`src/rtl/conf_int_mul__pkg.sv`:
```
// Shared constants for the multiplier wrapper and its downstream dot-product stage.
// Holds the product width and the accumulator FSM state encodings.
package conf_int_mul__pkg;

    localparam int MUL_FULL_BITWIDTH = 24;
    localparam int PROD_BITWIDTH     = 2 * MUL_FULL_BITWIDTH;

    localparam logic [1:0] IDLE = 2'd0;
    localparam logic [1:0] ACC  = 2'd1;
    localparam logic [1:0] HOLD = 2'd2;

endpackage

```
`src/rtl/conf_int_mul__sat_add.sv`:
```
// Combinational unsigned saturating adder: accumulator plus zero-extended product.
// Clamps to all ones and flags when the sum carries out of the accumulator width.
module conf_int_mul__sat_add #(
    parameter int ACC_BITWIDTH  = 56,
    parameter int PROD_BITWIDTH = 48
) (
    input  logic [ACC_BITWIDTH-1:0]  i_acc,
    input  logic [PROD_BITWIDTH-1:0] i_prod,
    output logic [ACC_BITWIDTH-1:0]  o_sum,
    output logic                     o_sat
);

    logic [ACC_BITWIDTH:0] w_prodExt;
    logic [ACC_BITWIDTH:0] w_full;

    assign w_prodExt = {{(ACC_BITWIDTH + 1 - PROD_BITWIDTH){1'b0}}, i_prod};
    assign w_full    = {1'b0, i_acc} + w_prodExt;

    assign o_sat = w_full[ACC_BITWIDTH];
    assign o_sum = o_sat ? {ACC_BITWIDTH{1'b1}} : w_full[ACC_BITWIDTH-1:0];

endmodule

```
`src/rtl/conf_int_mul__dot_acc_stage.sv`:
```
// Dot-product reduction stage: sums a run of LEN unsigned products with saturation
// and presents the result on a valid/ready port. All outputs decode from registers.
module conf_int_mul__dot_acc_stage
    import conf_int_mul__pkg::*;
#(
    parameter int ACC_BITWIDTH = 56,
    parameter int LEN_BITWIDTH = 8
) (
    input  logic                     clk,
    input  logic                     rst,
    input  logic                     start,
    input  logic [LEN_BITWIDTH-1:0]  len,
    input  logic                     prod_vld,
    input  logic [PROD_BITWIDTH-1:0] prod,
    output logic                     prod_rdy,
    output logic                     sum_vld,
    output logic [ACC_BITWIDTH-1:0]  sum,
    input  logic                     sum_rdy,
    output logic                     busy,
    output logic                     ovf
);

    logic [1:0]              r_state;
    logic [LEN_BITWIDTH-1:0] r_count;
    logic [ACC_BITWIDTH-1:0] r_sum;
    logic                    r_ovf;

    logic                    w_accept;
    logic [ACC_BITWIDTH-1:0] w_addSum;
    logic                    w_addSat;

    conf_int_mul__sat_add #(
        .ACC_BITWIDTH  (ACC_BITWIDTH),
        .PROD_BITWIDTH (PROD_BITWIDTH)
    ) u_satAdd (
        .i_acc  (r_sum),
        .i_prod (prod),
        .o_sum  (w_addSum),
        .o_sat  (w_addSat)
    );

    assign w_accept = prod_vld && (r_state == ACC);

    // A start in IDLE opens a new run; an empty run goes straight to HOLD with a zero sum.
    always_ff @(posedge clk or posedge rst) begin
        if (rst) begin
            r_state <= IDLE;
            r_count <= '0;
            r_sum   <= '0;
            r_ovf   <= 1'b0;
        end else begin
            case (r_state)
                IDLE: begin
                    if (start) begin
                        r_count <= len;
                        r_sum   <= '0;
                        r_ovf   <= 1'b0;
                        r_state <= (len != '0) ? ACC : HOLD;
                    end
                end
                ACC: begin
                    if (w_accept) begin
                        r_sum   <= w_addSum;
                        r_ovf   <= r_ovf | w_addSat;
                        r_count <= r_count - 1'b1;
                        if (r_count == LEN_BITWIDTH'(1)) begin
                            r_state <= HOLD;
                        end
                    end
                end
                HOLD: begin
                    if (sum_rdy) begin
                        r_state <= IDLE;
                    end
                end
                default: begin
                    r_state <= IDLE;
                end
            endcase
        end
    end

    assign prod_rdy = (r_state == ACC);
    assign sum_vld  = (r_state == HOLD);
    assign busy     = (r_state != IDLE);
    assign sum      = r_sum;
    assign ovf      = r_ovf;

endmodule

```
`config.mk`:
```
export PLATFORM = sky130hd
export DESIGN_NAME = conf_int_mul__dot_acc_stage
export DESIGN_NICKNAME = d
export VERILOG_FILES = /design/src/rtl/conf_int_mul__pkg.sv /design/src/rtl/conf_int_mul__sat_add.sv /design/src/rtl/conf_int_mul__dot_acc_stage.sv
export SDC_FILE = /design/constraint.sdc
export NUM_CORES = 1
export LEC_CHECK = 0
export BUFFER_PORTS_ARGS = -buffer_cell sky130_fd_sc_hd__buf_2
export CORE_ASPECT_RATIO = 1.4
export CORE_MARGIN = 1
export CORE_UTILIZATION = 40
export CTS_CLUSTER_DIAMETER = 40
export DETAILED_ROUTE_END_ITERATION = 10
export GPL_ROUTABILITY_DRIVEN = 0
export SYNTH_ARGS = -nofsm -noshare
export SYNTH_HDL_FRONTEND = slang
export SYNTH_SLANG_ARGS = --single-unit
export TNS_END_PERCENT = 10
```
`constraint.sdc`:
```
create_clock -name clk -period 7.41 [get_ports clk]
set_input_delay 0 -clock clk [delete_from_list [all_inputs] [get_ports clk]]
set_output_delay 0 -clock clk [all_outputs]
set_load 0.03 [all_outputs]
```
### Yosys cells after proc, flatten, opt, wreduce, memory -nomap -nowiden

Index checks and enable logic that the tools add are counted.

| cells by class | value |
|---|---|
| bitwise logic cells | 1 |
| muxes and demuxes | 16 |
| $add $sub $neg | 2 |
| reduce and logical (&&, ||, !) cells | 7 |
| equal/unequal tests | 7 |

Operators with widths:

| cell | count |
|---|---|
| two-way mux 56 bit | 3 |
| case mux 56 bit (2 select lines) | 1 |
| adder 56 x 48 -> 57 bit | 1 |
| two-way mux 8 bit | 2 |
| case mux 8 bit (2 select lines) | 1 |
| two-way mux 2 bit | 5 |
| equality test 8 x 1 -> 1 bit (second input constant) | 1 |
| nonzero test 8 bit | 1 |
| subtractor 8 x 1 -> 8 bit (second input constant) | 1 |
| != test 2 x 1 -> 1 bit (second input constant) | 3 |
| case mux 2 bit (3 select lines) | 1 |
| AND reduction 4 bit | 1 |
| nonzero test 2 bit | 2 |
| AND reduction 3 bit | 1 |
| equality test 2 x 1 -> 1 bit (second input constant) | 1 |
| equality test 2 bit (second input constant) | 1 |
| zero test 2 bit | 1 |
| two-way mux 1 bit | 2 |
| != test 2 bit (second input constant) | 1 |
| case mux 1 bit (2 select lines) | 1 |
| logical AND 1 bit | 1 |
| bitwise OR 1 bit | 1 |

| storage, ports and cells | value |
|---|---|
| output and inout bits | 60 |
| logic and storage cells | 37 |
| bits in registers | 67 |

### Logic depth before layout (Yosys ltp)

Gate-level depths: netlist of the first run.

| depth | value |
|---|---|
| word-level depth | 4 |
| gate-level depth with buffers | 12 |
| mapped depth without buffers | 11 |

### By module

A second synthesis of the first run with hierarchy kept.

| second synthesis, totals | value |
|---|---|
| cell total of the unflattened synthesis | 721 |
| area, all modules | 6083.3 µm² |

Modules (own cells, without submodules):

| module | area an instance (µm²) | times used | cells an instance |
|---|---|---|---|
| conf_int_mul__sat_add | 3300.7 | 1 | 511 |
| conf_int_mul__dot_acc_stage | 2782.7 | 1 | 210 |

### Least setup slack after synthesis of the first run

OpenSTA, ideal clock, no wires.

| timing | value |
|---|---|
| kind | reg2reg |
| start | reg r_sum[0] (netlist: sum[0]) |
| end | reg r_sum[42] (netlist: sum[42]) |
| arrival | 2.848 ns |
| slack | 4.433 ns |
| cell stages (with the launch flop) | 13 |
| buffers on the path | 1 |
| required time | 7.281 ns |
| period minus slack after synthesis | 2.977 ns |
| setup time | 0.129 ns |
| cell sequence | dfrtp_1 > ha_1 > fa_1 > a21oi_1 > o211ai_1 > o211ai_2 > a311oi_1 > o21ai_1 > a21oi_2 > o311ai_4 > buf_2 > a2bb2oi_1 > nand3_1 |

| on the way | value |
|---|---|
| word-level cells in the longest chain between the ends | 4 |

RTL lines:

| what | RTL line | text |
|---|---|---|
| start: declaration | conf_int_mul__dot_acc_stage.sv:25 | `logic [ACC_BITWIDTH-1:0] r_sum;` |
| start signal: assignment | conf_int_mul__dot_acc_stage.sv:63 | `r_sum <= w_addSum;` |
| adder 56 x 48 -> 57 bit | conf_int_mul__sat_add.sv:17 | `assign w_full = {1'b0, i_acc} + w_prodExt;` |
| two-way mux 56 bit | conf_int_mul__sat_add.sv:20 | `assign o_sum = o_sat ? {ACC_BITWIDTH{1'b1}} : w_full[ACC_BITWIDTH-1:0];` |
| two-way mux 56 bit | conf_int_mul__dot_acc_stage.sv:62 | `if (w_accept) begin` |
| case mux 56 bit (2 select lines) | conf_int_mul__dot_acc_stage.sv:52 | `case (r_state)` |

No other way between the ends. The select of a mux whose other input is x is not followed.
A chain may end at the register's enable or synchronous reset.

### Worst setup path in the final report of the first run

| timing | value |
|---|---|
| start | reg r_sum[0] (netlist: sum[0]) |
| end | reg r_sum[54] (netlist: sum[54]) |

The elaborated chain is that of the path after synthesis.

==> results.ini, run 1 <==
[floorplanning]
core_area_um2 = 15100
fp.dieW_um = 107
rows = 53
io_pins = 121
die_h_um = 149
start_util_pct = 40.9
die_area_um2 = 15900

[setup_path]
start_kind = flop
cp.required_ns = 7.58
critPathMaxStageDelay_ns = 0.62
worstPathMaxFanout = 32
reg2reg_from = sum[0]
rr_worst_depth = 12
cp_common_cell = o211ai_1
cp-end-kind = flop
r2r-end = sum[54]
setup.worst_path.class = flop to flop
cp_top_family = compound AO/OA/AOI/OAI gates
crit_buf_inv = 1
cp_slowest_cell = o311ai_4
worstPathArrival_ns = 3.96
regToRegSetupSlack_ns = 3.62
crit_chain = ha_1 -> fa_1 -> a21oi_1 -> o211ai_1 -> o211ai_2 -> a311oi_1 -> o21ai_1 -> a21oi_2 -> o311ai_4 -> buf_4 -> or2_1 -> o211ai_1

[layout]
layoutNonFillerInstCount = 1049
mostFrequentLayoutCells = buf_2, a21oi_1, a21o_1, dfrtp_1, nand2_1
fin_nets = 964
layout_commonest_cell = buf_2
antenna_cells = 0
finalInstanceArea_um2 = 7200
n_fill_cell = 1531
syn_to_final_growth_pct = 17.1
drive_above_1_share_pct = 18.9

[place]
dp.cells = 1024
hpwl_um = 13300
dp_slack_ns = 3.64
io_buffers = 120
dpl_cell_area_um2 = 6810

[timing]
drv_slew = 0
max_freq_ghz = 0.264
worst_slew_pin_slew_ns = 1.13
timing.slew.headroom_pct = 24.6
fin_skew_ns = 0.00813
period_minus_slack_ns = 3.79
rsz0062_at_grt = false
setup_ws_ns = 3.62
final.setup.tns_ns = 0
finalSetupViolations = 0
hold_viol = 0
finalCritPeriodShare_pct = 51.2

[synthesis]
synthCells = 756
syn_area_um2 = 6150
syn-num-nets = 868
seq_area_frac_synth_pct = 27.3
synthTopCellsByArea = dfrtp_1, ha_1, a21oi_1
async_reset_ff_share_pct = 100
yosysTopAreaCell = dfrtp_1
synth_cell_types = 76
ys_seq_elements = 67
synth_warnings = 0
synth-edff-count = 0
avgSynthCellArea_um2 = 8.14
yosysTopAreaCellShare_pct = 27.3
ys.flop_type = dfrtp_1

[detailed_routing]
vias = 6054
first_iter_violations = 266
wl_um = 17800
via_per_inst = 5.77
post_drt_wl_per_cell_um = 17.0
route.detailed.drc = 0
dr.pass1.iters = 4
drtAntennaViolNets = 0

[worst_hold_path]
holdPathStages = 3
worstHoldPathType = input port to flop
worstHoldStart = len[5]
whs_endpoint = r_count[5]

[clock_tree]
clk_path_buf_depth = 2
clock_latency_ns = 0.34
cts_htree_levels = 3
cts_buffers = 9
clk_pin_slew_ns = 0.06
cts_resized = 0
root_buffer = clkbuf_16
cts.sinks = 67
cts_tree = yes

[global_routing]
grt_max_degree = 68
track_usage_pct = 22.9
grt_pass1_wl_um = 29300
grt_overflow = 0
grt_pass1_vias = 5940
grt_antenna_before_repair = 0

[run]
timing.max_cap.violations = 0

[power]
p_total_mw = 2.99
p_leak_nw = 3.67
vdd_ir_drop_max_v = 0.000183
power.density_nw_per_um2 = 415

[run_status]
outcome = completed

through the flow:
stage               util [%]  hold slack [ns]
floorplan                  -            0.133
global placement        45.2            0.260
detailed placement      45.2            0.267
CTS                     47.8          0.00217
global route            47.8           0.0125
finish                  47.8           0.0116
worst register-to-register path: cells and delay by family, from the launching register on:
kind	cells	cell delay, ns
buffers and inverters	1	0.48
AO/OA/AOI/OAI	8	1.88
AND/OR/NAND/NOR	1	0.26
flip-flops	1	0.39
adder cells (fa/ha/maj)	2	0.61
what timing repair did:
action | in CTS | in global routing
hold buffers | 9 | 0
hold endpoints to repair | 73 | 0
buffers inserted | 0 | 0
layer usage:
layer,share of wire (%),global-route usage (%)
met4,1.8,6.71
met2,51,40.6
met5,0,0
met3,4.0,2.84
met1,44,28.9
sequential cells by signal, summed over array words and instances (netlist names):
name / count
r_count: 8
r_state: 2
sum: 56
ovf: 1
worst max path at each step:
stage                     startpoint      end  slack [ns]  depth (start not counted)
after floorplan               sum[0]  sum[42]        4.43                         12
after global placement        sum[0]  sum[54]        3.68                         12
after detailed placement      sum[0]  sum[54]        3.64                         12
after CTS                     sum[0]  sum[54]        3.62                         12
after global routing          sum[0]  sum[46]        3.35                         12
final                         sum[0]  sum[54]        3.62                         12
layout make-up:
cell class,count,area (µm²),area share (%)
Clock buffer,11,243,3.37
Clock inverter,5,62.6,0.869
Sequential cell,67,1680,23.3
Tap cell,192,240,3.34
Multi-Input combinational cell,617,4170,57.9
Timing Repair Buffer,132,713,9.90
Inverter,25,93.8,1.30
where the power goes:
part / internal (mW) / switching [mW] / total [mW]
clock: 0.271 / 0.177 / 0.448
sequential: 0.505 / 0.124 / 0.628
combinational: 0.715 / 1.19 / 1.91
synthesized netlist by cell type, types with 3 or more instances:
cell type and n:
a211oi_1 10, a21boi_0 4, a21o_1 68, a21oi_1 104, a221o_1 3, a22o_1 7
a31o_2 3, a31oi_1 8, and2_1 6, and3_1 8, and4_1 3, buf_2 19
buf_4 4, clkbuf_1 22, dfrtp_1 67, ha_1 50, inv_1 25, mux2i_1 3
nand2_1 53, nand2b_1 5, nand3_1 24, nand4_1 19, nor2_1 46, nor2b_1 5
nor3_1 13, nor4_1 6, o211ai_1 9, o21a_1 10, o21ai_0 48, o21ai_1 3
o21bai_1 9, or3_1 5, xnor2_1 24, xor2_1 10
cells by family (layout without fill, tap and decap cells):
family          count (synthesis)  count (layout)  synth area share (%)
mux                             3               3                 0.488
xor+xnor                       34              34                  4.84
fa+ha+maj                      51              51                  10.5
flops                          67              67                  27.3
buf+inv                        72             173                  5.15
compound gates                321             321                  34.7
simple gates                  208             208                  17.1
Note: power is estimated with default switching activity, not from simulation.
==> run 2: changes to the inputs <==
==> constraint.sdc (replaced) <==
create_clock -name clk -period 3.5 [get_ports clk]
set_input_delay 0 -clock clk [delete_from_list [all_inputs] [get_ports clk]]
set_output_delay 0 -clock clk [all_outputs]
set_load 0.03 [all_outputs]
==> run 2 against run 1 <==
Net effect: sequential cell count did not move; largest power group unchanged; critical path depth did not move; register-to-register slack got worse by 3.3 ns; sequential power rose by 110%; highest routed layer unchanged; global-route usage barely moved; final cell count rose by 1.0%; die area did not move; count of clock-buffer cells in the layout fell by 1; wire length rose by 0.13%.
==> results.ini, run 2 (synthesized netlist as in run 1, its figures left out) <==
[timing]
final.setup.tns_ns = 0
worst_slew_pin_slew_ns = 0.965
hold_viol = 0
drv_slew = 0
finalCritPeriodShare_pct = 91.7
finalSetupViolations = 0
fin_skew_ns = 0.00967
max_freq_ghz = 0.312
rsz0062_at_grt = false
timing.slew.headroom_pct = 35.6
worst_hold_slack_ns = 0.00953
period_minus_slack_ns = 3.21

[place]
io_buffers = 120
hpwl_um = 13600
dpl_cell_area_um2 = 6900

[clock_tree]
cts.sinks = 67
root_buffer = clkbuf_16
cts_htree_levels = 3
cts_buffers = 9
clk_path_buf_depth = 2
clk_pin_slew_ns = 0.07
clock_latency_ns = 0.34
cts_tree = yes

[setup_path]
cp.required_ns = 3.69
worstPathArrival_ns = 3.40
cp_slowest_cell = fa_1
cp_common_cell = o211ai_1
crit_buf_inv = 1
start_kind = flop
cp_top_family = compound AO/OA/AOI/OAI gates
setup.worst_path.class = flop to flop
critPathMaxStageDelay_ns = 0.40
cp-end-kind = flop
crit_chain = ha_1 -> fa_1 -> a21oi_1 -> o211ai_1 -> o211ai_2 -> a311oi_1 -> o21ai_2 -> a21oi_2 -> o311ai_4 -> buf_12 -> or2_1 -> o211ai_1
worstPathMaxFanout = 34

[worst_hold_path]
worstHoldPathType = input port to flop

[power]
p_leak_nw = 3.73
power.density_nw_per_um2 = 875
vdd_ir_drop_max_v = 0.000415

[global_routing]
grt_pass1_vias = 5902
track_usage_pct = 22.9
grt_overflow = 0
grt_pass1_wl_um = 29000
grt_antenna_before_repair = 0
grt_max_degree = 44

[layout]
drive_above_1_share_pct = 20.2
finalInstanceArea_um2 = 7310
layout_commonest_cell = buf_2
fin_nets = 975
antenna_cells = 0
syn_to_final_growth_pct = 18.8
largest_reg_flops = 56
mostFrequentLayoutCells = buf_2, a21oi_1, a21o_1, dfrtp_1, nand2_1

[floorplanning]
die_area_um2 = 15900
rows = 53
fp.dieW_um = 107
die_h_um = 149
io_pins = 121
core_area_um2 = 15100
start_util_pct = 40.9

[detailed_routing]
via_per_inst = 5.70
dr.pass1.iters = 4
drtAntennaViolNets = 0
wl_um = 17900
post_drt_wl_per_cell_um = 16.8
vias = 6045
route.detailed.drc = 0
first_iter_violations = 226

[run]
timing.max_cap.violations = 0

[run_status]
outcome = completed

-- run 2: cell types whose count changed in the layout (fill, tap and decap cells not counted), sizes merged --
cell / change
clkinv: -1
clkbuf: -1
buf: +11
inv: +2
-- run 2: metal layers --
| metal | wire length, µm | part of all wire, % | vias to the layer above | GRT usage, % |
|---|---|---|---|---|
| met5 | 0 | 0 | - | 0 |
| met4 | 371 | 2.1 | 0 | 6.99 |
| met3 | 599 | 3.4 | 25 | 2.62 |
| met2 | 8990 | 50 | 138 | 41.0 |
| met1 | 7890 | 44 | 2849 | 28.4 |
| li1 | - | - | 3033 | - |
-- run 2: per-stage QoR --
step           std cells  power (mW)  utilization, %  setup WS (ns)
2_1_floorplan        756        4.43               -          0.523
3_3_place_gp        1035        5.40            45.8          0.301
3_5_place_dp        1035        5.40            45.8          0.213
4_1_cts             1060        6.42            48.5          0.185
5_1_grt             1060        6.93            48.5         0.0832
6_report            1060        6.39            48.5          0.290
-- run 2: worst paths after layout --
path | end | slack [ns] | start | depth (start not counted)
max in group asynchronous | sum[44] | 2.16 | rst | 4
setup / recovery | sum[52] | 0.29 | sum[0] | 12
setup reg to reg | sum[52] | 0.29 | sum[0] | 12
min in group asynchronous | sum[6] | 0.43 | rst | 3
hold / removal | r_count[4] | 0.01 | len[4] | 3
hold reg to reg | sum[4] | 0.50 | sum[4] | 1
-- run 2: where the power goes --
group / leakage, nW / switching [mW] / internal, mW
logic: 2.73 / 2.53 / 1.56
registers: 0.861 / 0.258 / 1.07
clock network: 0.146 / 0.395 / 0.578
-- run 2: what timing repair did --
item,CTS,global route
endpoints found under the hold margin,47,0
hold buffers,9,0
gates resized for setup,0,1
endpoints found under the setup margin,0,2
setup buffers,0,0
-- run 2: layout make-up --
class / count / area, µm²
fillers: 1538 / 7750
multi-input cells: 617 / 4180
flip-flops and latches: 67 / 1680
repair buffers: 143 / 808
well taps: 192 / 240
clock buffers: 10 / 239
inverters: 25 / 93.8
clock inverters: 6 / 71.3
-- run 2: worst min-delay path: cells and delay by family --
family	cells	cell delay [ns]
AOI/OAI and AO/OA	2	0.20
buffers and inverters	1	0.11
